File: src/rtl/wbr_sd2_chain.sv
// Wrapper boundary register segment of NUM_CELLS dual-stage shared-I/O cells.
// The serial path runs wsi->s0[0]->s1[0]->...->s1[N-1]->wso, and an optional update stage drives cfo.
module wbr_sd2_chain #(
  parameter int                   NUM_CELLS  = 4,
  parameter int                   UPD_STAGE  = 1,
  parameter logic [NUM_CELLS-1:0] SAFE_VALUE = '0,
  parameter logic [NUM_CELLS-1:0] UPD_RST    = '0
) (
  input  logic                 clk,
  input  logic                 arst,
  input  logic                 wsi,
  output logic                 wso,
  input  logic                 shift,
  input  logic                 capture,
  input  logic                 transfer,
  input  logic                 update,
  input  logic                 io_face,
  input  logic                 mode,
  input  logic                 safe,
  input  logic [NUM_CELLS-1:0] cfi,
  output logic [NUM_CELLS-1:0] cfo
);

  logic [NUM_CELLS-1:0] s0;
  logic [NUM_CELLS-1:0] s1;
  logic [NUM_CELLS-1:0] u;
  logic [NUM_CELLS-1:0] si;
  logic [NUM_CELLS-1:0] cap_val;

  // The serial input of each cell is the s1 stage of the cell before it.
  always_comb begin
    si[0] = wsi;
    for (int i = 1; i < NUM_CELLS; i++) begin
      si[i] = s1[i-1];
    end
  end

  // With the outward face selected, capture samples the value on cfo before the edge.
  // The value only reaches a flop, so there is no combinational loop.
  assign cap_val = io_face ? cfo : cfi;

  always_ff @(posedge clk) begin
    if (arst) begin
      s0 <= '0;
      s1 <= '0;
    end else if (shift) begin
      s0 <= si;
      s1 <= s0;
    end else if (capture) begin
      s1 <= cap_val;
    end else if (transfer) begin
      s1 <= s0;
    end
  end

  // The update stage runs alongside the shift stage and takes the s1 value from before the edge.
  always_ff @(posedge clk) begin
    if (arst) begin
      u <= UPD_RST;
    end else if ((UPD_STAGE != 0) && update) begin
      u <= s1;
    end
  end

  assign wso = s1[NUM_CELLS-1];

  always_comb begin
    cfo = cfi;
    if (mode) begin
      if (safe) begin
        cfo = SAFE_VALUE;
      end else if (UPD_STAGE != 0) begin
        cfo = u;
      end else begin
        cfo = s1;
      end
    end
  end

endmodule

File: config.mk
export PLATFORM = sky130hd
export DESIGN_NAME = wbr_sd2_chain
export DESIGN_NICKNAME = d
export VERILOG_FILES = /design/src/rtl/wbr_sd2_chain.sv
export SDC_FILE = /design/constraint.sdc
export NUM_CORES = 1
export LEC_CHECK = 0
export CORE_UTILIZATION = 40
export DETAILED_ROUTE_END_ITERATION = 8
export GPL_ROUTABILITY_DRIVEN = 0
export PLACE_DENSITY = 0.77
export SLEW_MARGIN = 15
export SYNTH_ARGS = -nofsm -noshare
export SYNTH_HDL_FRONTEND = slang
export SYNTH_SLANG_ARGS = --single-unit
File: constraint.sdc
create_clock -name clk -period 0.8 [get_ports clk]
set_input_delay 0.08 -clock clk [delete_from_list [all_inputs] [get_ports clk]]
set_output_delay 0.08 -clock clk [all_outputs]
set_load 0.03 [all_outputs]
==> results of run 1 <==
-- report_power, final --
group          switching [mW]  leakage [nW]  total (mW)  internal (mW)
sequential             0.0255         0.101       0.653          0.628
combinational           0.205         0.339       0.434          0.229
clock                   0.207        0.0210       0.484          0.277
total                   0.438         0.461        1.57           1.13
-- cells in the mapped netlist --
| library cell | count | area share |
|---|---|---|
| sky130_fd_sc_hd__nand2b_4 | 1 | 0.022 |
| sky130_fd_sc_hd__nor2_1 | 13 | 0.077 |
| sky130_fd_sc_hd__a31oi_1 | 4 | 0.040 |
| sky130_fd_sc_hd__a21oi_1 | 6 | 0.048 |
| sky130_fd_sc_hd__nand2b_1 | 4 | 0.040 |
| sky130_fd_sc_hd__clkbuf_1 | 2 | 0.012 |
| sky130_fd_sc_hd__a21oi_2 | 3 | 0.042 |
| sky130_fd_sc_hd__inv_1 | 5 | 0.030 |
| sky130_fd_sc_hd__buf_6 | 2 | 0.036 |
| sky130_fd_sc_hd__o221a_1 | 4 | 0.071 |
| sky130_fd_sc_hd__mux2i_1 | 12 | 0.19 |
| sky130_fd_sc_hd__dfxtp_1 | 12 | 0.38 |
| sky130_fd_sc_hd__buf_4 | 1 | 0.012 |
-- worst max-delay path, cell delays in order (launching register included) --
cell and delay, ns:
sky130_fd_sc_hd__dfxtp_2 0.36, sky130_fd_sc_hd__nand2b_4 0.07, sky130_fd_sc_hd__mux2i_4 0.15, sky130_fd_sc_hd__buf_6 0.15
-- cells by family (layout without fill, tap and decap cells) --
| logic type | Yosys count | count (layout) |
|---|---|---|
| buffers and inverters | 10 | 36 |
| DFF | 12 | 12 |
| and+or+nand+nor | 18 | 18 |
| muxes | 12 | 12 |
| AOI/OAI and AO/OA | 17 | 17 |
-- layout make-up --
cell class,count,share of cell area
inverters,5,0.01710
well taps,15,0.01710
flip-flops and latches,12,0.2269
repair buffers,27,0.2543
clock buffers,4,0.03307
multi-input cells,47,0.4515
-- sequential cells by signal, indices dropped and copies added, names as in the netlist --
signal,count
s1,4
s0,4
u,4
-- worst max path at each step --
stage	start	endpoint	slack, ns	depth (start not counted)
final	u[2]	cfo[2]	-0.29	3
after global routing	u[2]	cfo[2]	-0.33	3
after CTS	u[2]	cfo[2]	-0.27	3
after detailed placement	mode	s1[3]	-0.53	5
after global placement	mode	s1[3]	-0.48	5
after floorplan	u[0]	s1[0]	-0.02	3
-- layout by cell type (no fill, tap or decap), drive strengths merged, types with 5 or more instances in the layout --
master and count:
clkbuf 6, mux2i 12, a21oi 9, dfxtp 12, buf 14, nor2 13
nand2b 5, inv 5, clkdlybuf4s50 7
-- per-layer routing --
layer	vias to the layer above	GRT usage	wire length (um)
met2	11	0.3219	818
li1	295	-	-
met1	278	0.2893	833
met5	-	0	0
met4	0	0.03871	0
met3	0	0.05217	48
-- timing repair --
| item | CTS | global route |
|---|---|---|
| endpoints found under the setup margin | 14 | 9 |
| resized for setup | 25 | 10 |
| pin swaps | 6 | 4 |
| buffers inserted | 2 | 2 |
==> run summary, run 1 <==
### Status
* finished with violations — run status
* setup timing — failing checks

### Die
* 19 — I/O pins
* 41.71 um — chip width
* 13 — number of rows in the core area
* 0.001739 mm^2 — die area
* 41.71 um — Die Y
* 0.001383 mm^2 — area of the core region
* 0.4561 — initial core utilization

### Routing
* 1.700 mm — Post-Route WL
* 584 — Via Count
* 4 — drt first pass iters
* 5.309 — vias per cell
* 15.45 um — wire length per cell
* 0 — number of routed nets with antenna violations
* 8 — Detailed Route Iter0 Violations
* 0 — DRC violations left

### Worst setup path
* flop — critical path startpoint category
* 0.72 ns — Worst EP required
* u[2] — reg2reg start
* 1.01 ns — arrival time of data at the critical path endpoint
* 2 — largest driver fanout on the critical path
* s1[2] — endpoint of the most critical register-to-register path
* primary output — sort of element at the end of the critical path
* -0.18 ns — setup slack, reg-to-reg
* 4 — cell depth of the worst flop-to-flop path
* reg2out — worst setup path class

### Yosys
* 0 — Post-Synth XOR/XNOR Area
* 0.1905 — post-synthesis mux area share
* 630.6 um^2 — cell area after technology mapping
* 69 — Gate Count Post-Synth
* 9.139 um^2 — Post-Syn Area per Cell
* 0.3810 — sequential fraction of the synthesis area
* 0 — warning count from the yosys run
* 0 — Synth Area in Adders
* 0.2004 — share of the synthesized area in compound gates (AO/OA/AOI/OAI)
* 0.1389 — synthesized-area fraction occupied by and/or/nand/nor cells
* 12 — count of state elements after synthesis
* 13 — Synth cell types
* compound AO/OA/AOI/OAI gates — combinational family with the most area after synthesis
* 83 — Synthesized Nets

### Worst hold path
* shift — Worst Min Path Start
* in2reg — worst hold-check path type
* s0[0] — worst hold endpoint
* 4 — worst hold path depth

### Clock network
* done — TritonCTS clock tree
* 3 — CTS buffer count
* 2 — maximum buffer depth of the clock tree
* 1 — depth of the CTS H-tree
* 12 — TritonCTS sink count
* 0 — hold bufs inserted after CTS
* sky130_fd_sc_hd__clkbuf_4 — Root Buffer
* 0.08 ns — clock input transition at the sequential cells of the worst setup and hold paths
* 0.27 ns — insertion delay to the later sink of the worst-skew pair

### Timing
* 0.7458 — tightest slew margin relative to the limit
* true — setup repair after global routing missed its margin
* 919.0 MHz — fmax
* 0.3766 ns — final worst hold slack
* 0.0004418 ns — clock skew after layout
* 9 — Final setup viols
* -0.2881 ns — PnR worst setup slack
* 0 — count of endpoints failing hold in the final timing report
* 1.360 — portion of the clock cycle consumed by the worst path in the final layout
* 0.3813 ns — Worst-Margin Slew
* 0 — number of pins exceeding their max-slew limit in the final report
* 1.088 ns — minimum period implied by the final worst setup slack
* -1.627 ns — final-layout setup total negative slack

### Finish
* 0.4526 — fraction of final layout cells sized beyond drive strength 1
* 0.001097 mm^2 — Layout Cell Area excl Fill
* 0.7937 — utilization after layout
* 74.01% — Synth-to-Final Area Change
* 110 — final net count
* 94 — number of fill cells in the layout
* 110 — Final Non-Filler Cells
* 495.5 um^2 — area used by multi-input combinational logic
* 0 — number of diodes
* 249.0 um^2 — combined flip-flop and latch cell area

### Placement
* 904.6 um^2 — Placement Cell Area
* 102 — placed cell count
* 18 — count of buffers from port buffering
* -0.5294 ns — setup slack after placement
* 1.118 mm — placed wire-length estimate after detailed placement

### Global routing
* 0 — initial antenna violation count
* 2.684 mm — wire length of the first global-routing pass
* 0.2058 — GRT Util Overall
* 548 — number of global-route vias before repair
* 11 — largest net degree at the start of global routing
* 0 — Congestion Overflow GR

### Power
* 1.571 mW — Power Total
* 1.019 mV — peak supply drop
* 1432 mW/mm^2 — pwr/cell area
* 0.4606 nW — leakage component of the power

### Flow run
* 0 — maxcap violations

No activity file was read; power rests on OpenSTA's default activity.
==> run 2: changes to the inputs <==
CORE_MARGIN = 10   (was unset)
==> run summary, run 2 (synthesis gave the netlist of run 1 again) <==
### Routing
* 16.88 um — wire length per cell, +9.2%
* 0 — DRC violations left, unchanged
* 9 — Detailed Route Iter0 Violations, +1
* 1.924 mm — Post-Route WL, +13%
* 5 — drt first pass iters, +1
* 0 — number of routed nets with antenna violations, unchanged
* 5.561 — vias per cell, +4.8%
* 634 — Via Count, +8.6%

### Die
* 0.4186 — initial core utilization, -0.03750
* 59.71 um — Die Y, +43%
* 0.001506 mm^2 — area of the core region, +9.0%
* 19 — I/O pins, unchanged
* 0.003565 mm^2 — die area, +100%
* 59.71 um — chip width, +43%
* 14 — number of rows in the core area, +1

### Status
* finished with violations — run status
* setup timing — failing checks

### Placement
* 895.9 um^2 — Placement Cell Area, -0.97%
* 105 — placed cell count, +2.9%
* 1.328 mm — placed wire-length estimate after detailed placement, +19%
* 18 — count of buffers from port buffering, unchanged

### Clock network
* done — TritonCTS clock tree
* 12 — TritonCTS sink count, unchanged
* sky130_fd_sc_hd__clkbuf_4 — Root Buffer
* 0.27 ns — insertion delay to the later sink of the worst-skew pair, about the same
* 3 — CTS buffer count, unchanged
* 0 — hold bufs inserted after CTS, unchanged
* 0.07 ns — clock input transition at the sequential cells of the worst setup and hold paths, about the same
* 1 — depth of the CTS H-tree, unchanged
* 2 — maximum buffer depth of the clock tree, unchanged

### Finish
* sky130_fd_sc_hd__nor2_1 (12), sky130_fd_sc_hd__buf_6 (9), sky130_fd_sc_hd__mux2i_1 (8), sky130_fd_sc_hd__buf_4 (8) — most frequent cells in the layout
* 108 — number of fill cells in the layout, +15%
* 69.25% — Synth-to-Final Area Change
* 0.4388 — fraction of final layout cells sized beyond drive strength 1, -0.01386
* 114 — Final Non-Filler Cells, +3.6%
* 0.001067 mm^2 — Layout Cell Area excl Fill, -2.7%
* 113 — final net count, +2.7%
* 0.7085 — utilization after layout, -0.08519
* s0 (4), s1 (4), u (4) — largest registers in the final layout
* 0 — number of diodes, unchanged
* sky130_fd_sc_hd__nor2_1 — commonest non-fill, non-tap cell in the layout

### Timing
* -0.2740 ns — PnR worst setup slack, +0.01409 ns
* true — setup repair after global routing missed its margin
* 0 — number of pins exceeding their max-slew limit in the final report, unchanged
* 0.005711 ns — clock skew after layout, +0.005269 ns
* 1.074 ns — minimum period implied by the final worst setup slack, -0.01409 ns
* 0.5131 ns — Worst-Margin Slew, +0.1318 ns
* 9 — Final setup viols, unchanged
* 0.6579 — tightest slew margin relative to the limit, -0.08790
* 0.3545 ns — final worst hold slack, -0.02212 ns
* 0 — count of endpoints failing hold in the final timing report, unchanged
* 1.343 — portion of the clock cycle consumed by the worst path in the final layout, -0.01761
* 931.1 MHz — fmax, +1.3%

### Worst setup path
* 0.99 ns — arrival time of data at the critical path endpoint, -0.02 ns
* reg2out — worst setup path class
* 3 — count of cell instances traversed by the critical path, unchanged
* 0.72 ns — Worst EP required, about the same
* u[2] — crit path from
* nand2b_4 > mux2i_4 > buf_6 — Critical Path, Cell by Cell
* -0.18 ns — setup slack, reg-to-reg, about the same
* 2 — largest driver fanout on the critical path, unchanged
* 0.36 ns — delay contributed by the slowest stage of the critical path, about the same
* primary output — sort of element at the end of the critical path
* s1[3] — endpoint of the most critical register-to-register path
* flop — critical path startpoint category
* sky130_fd_sc_hd__dfxtp_2 — CP max-delay cell
* 1 — CP bufs+invs, unchanged
* 4 — cell depth of the worst flop-to-flop path, unchanged
* u[3] — reg2reg start
* flip-flops — cell type group with the largest total delay on the critical path

### Global routing
* 9 — largest net degree at the start of global routing, -2
* 0.1097 — GRT Util Overall, -0.09609
* 3.015 mm — wire length of the first global-routing pass, +12%
* 0 — Congestion Overflow GR, unchanged
* 0 — initial antenna violation count, unchanged
* 633 — number of global-route vias before repair, +16%

### Worst hold path
* update — Worst Min Path Start
* 3 — worst hold path depth, -1
* u[3] — worst hold endpoint
* in2reg — worst hold-check path type

### Power
* 0.8283 mV — peak supply drop, -19%
* 0.4573 nW — leakage component of the power, -0.73%
* 1357 mW/mm^2 — pwr/cell area, -5.2%

### Flow run
* 0 — maxcap violations, unchanged

==> run 2: cell count changes in the layout (fill, tap and decap cells not counted), sizes merged <==
cell	previous run	this run
buf	14	17
clkdlybuf4s15	0	1
clkbuf	6	4
dlygate4sd2	4	5
==> run 2: what timing repair did <==
action,in CTS,in global routing
buffers inserted,3,2
gates resized for setup,27,4
endpoints found under the setup margin,13,9
pin swaps,6,2
==> run 2: power breakdown <==
| part | switching (mW) | internal (mW) |
|---|---|---|
| clock network | 0.183 | 0.193 |
| logic | 0.197 | 0.222 |
| registers | 0.0256 | 0.628 |
| total | 0.405 | 1.04 |
==> run 2: how the worst max path moves through the flow <==
stage | to | slack, ns
floorplan | s1[0] | -0.02
global placement | s1[0] | -0.51
detailed placement | s1[0] | -0.57
CTS | cfo[2] | -0.27
global route | cfo[2] | -0.32
finish | cfo[2] | -0.27
==> run 2: through the flow <==
step | worst slack (ns) | power [mW] | setup TNS (ns)
5_1_grt | -0.3212 | 1.527 | -2.012
6_report | -0.2740 | 1.449 | -1.581
3_3_place_gp | -0.5107 | 1.003 | -5.642
4_1_cts | -0.2686 | 1.431 | -1.335
3_5_place_dp | -0.5682 | 1.011 | -5.952
2_1_floorplan | -0.02277 | 0.8700 | -0.07757
==> run 2: area by class of cell <==
type | instances | area, um^2 | area share
multi-input cells | 47 | 467.9 | 0.4385
well taps | 16 | 20.02 | 0.01876
inverters | 5 | 18.77 | 0.01759
clock buffers | 4 | 26.28 | 0.02462
flip-flops and latches | 12 | 249.0 | 0.2333
repair buffers | 30 | 285.3 | 0.2673
==> run 2: metal layers <==
layer | track usage | part of all wire | vias up
met5 | 0 | 0 | -
met4 | 0.05449 | 0.041 | 0
met3 | 0.03602 | 0.037 | 10
met2 | 0.1824 | 0.55 | 21
met1 | 0.1214 | 0.37 | 301
li1 | - | - | 302
==> run 2: worst register-to-register path, delay by kind of cell (launching register included) <==
| kind | cells | cell delay, ns |
|---|---|---|
| buffers and inverters | 1 | 0.11 |
| flip-flops | 1 | 0.34 |
| AND/OR/NAND/NOR | 1 | 0.08 |
| AO/OA/AOI/OAI | 2 | 0.34 |
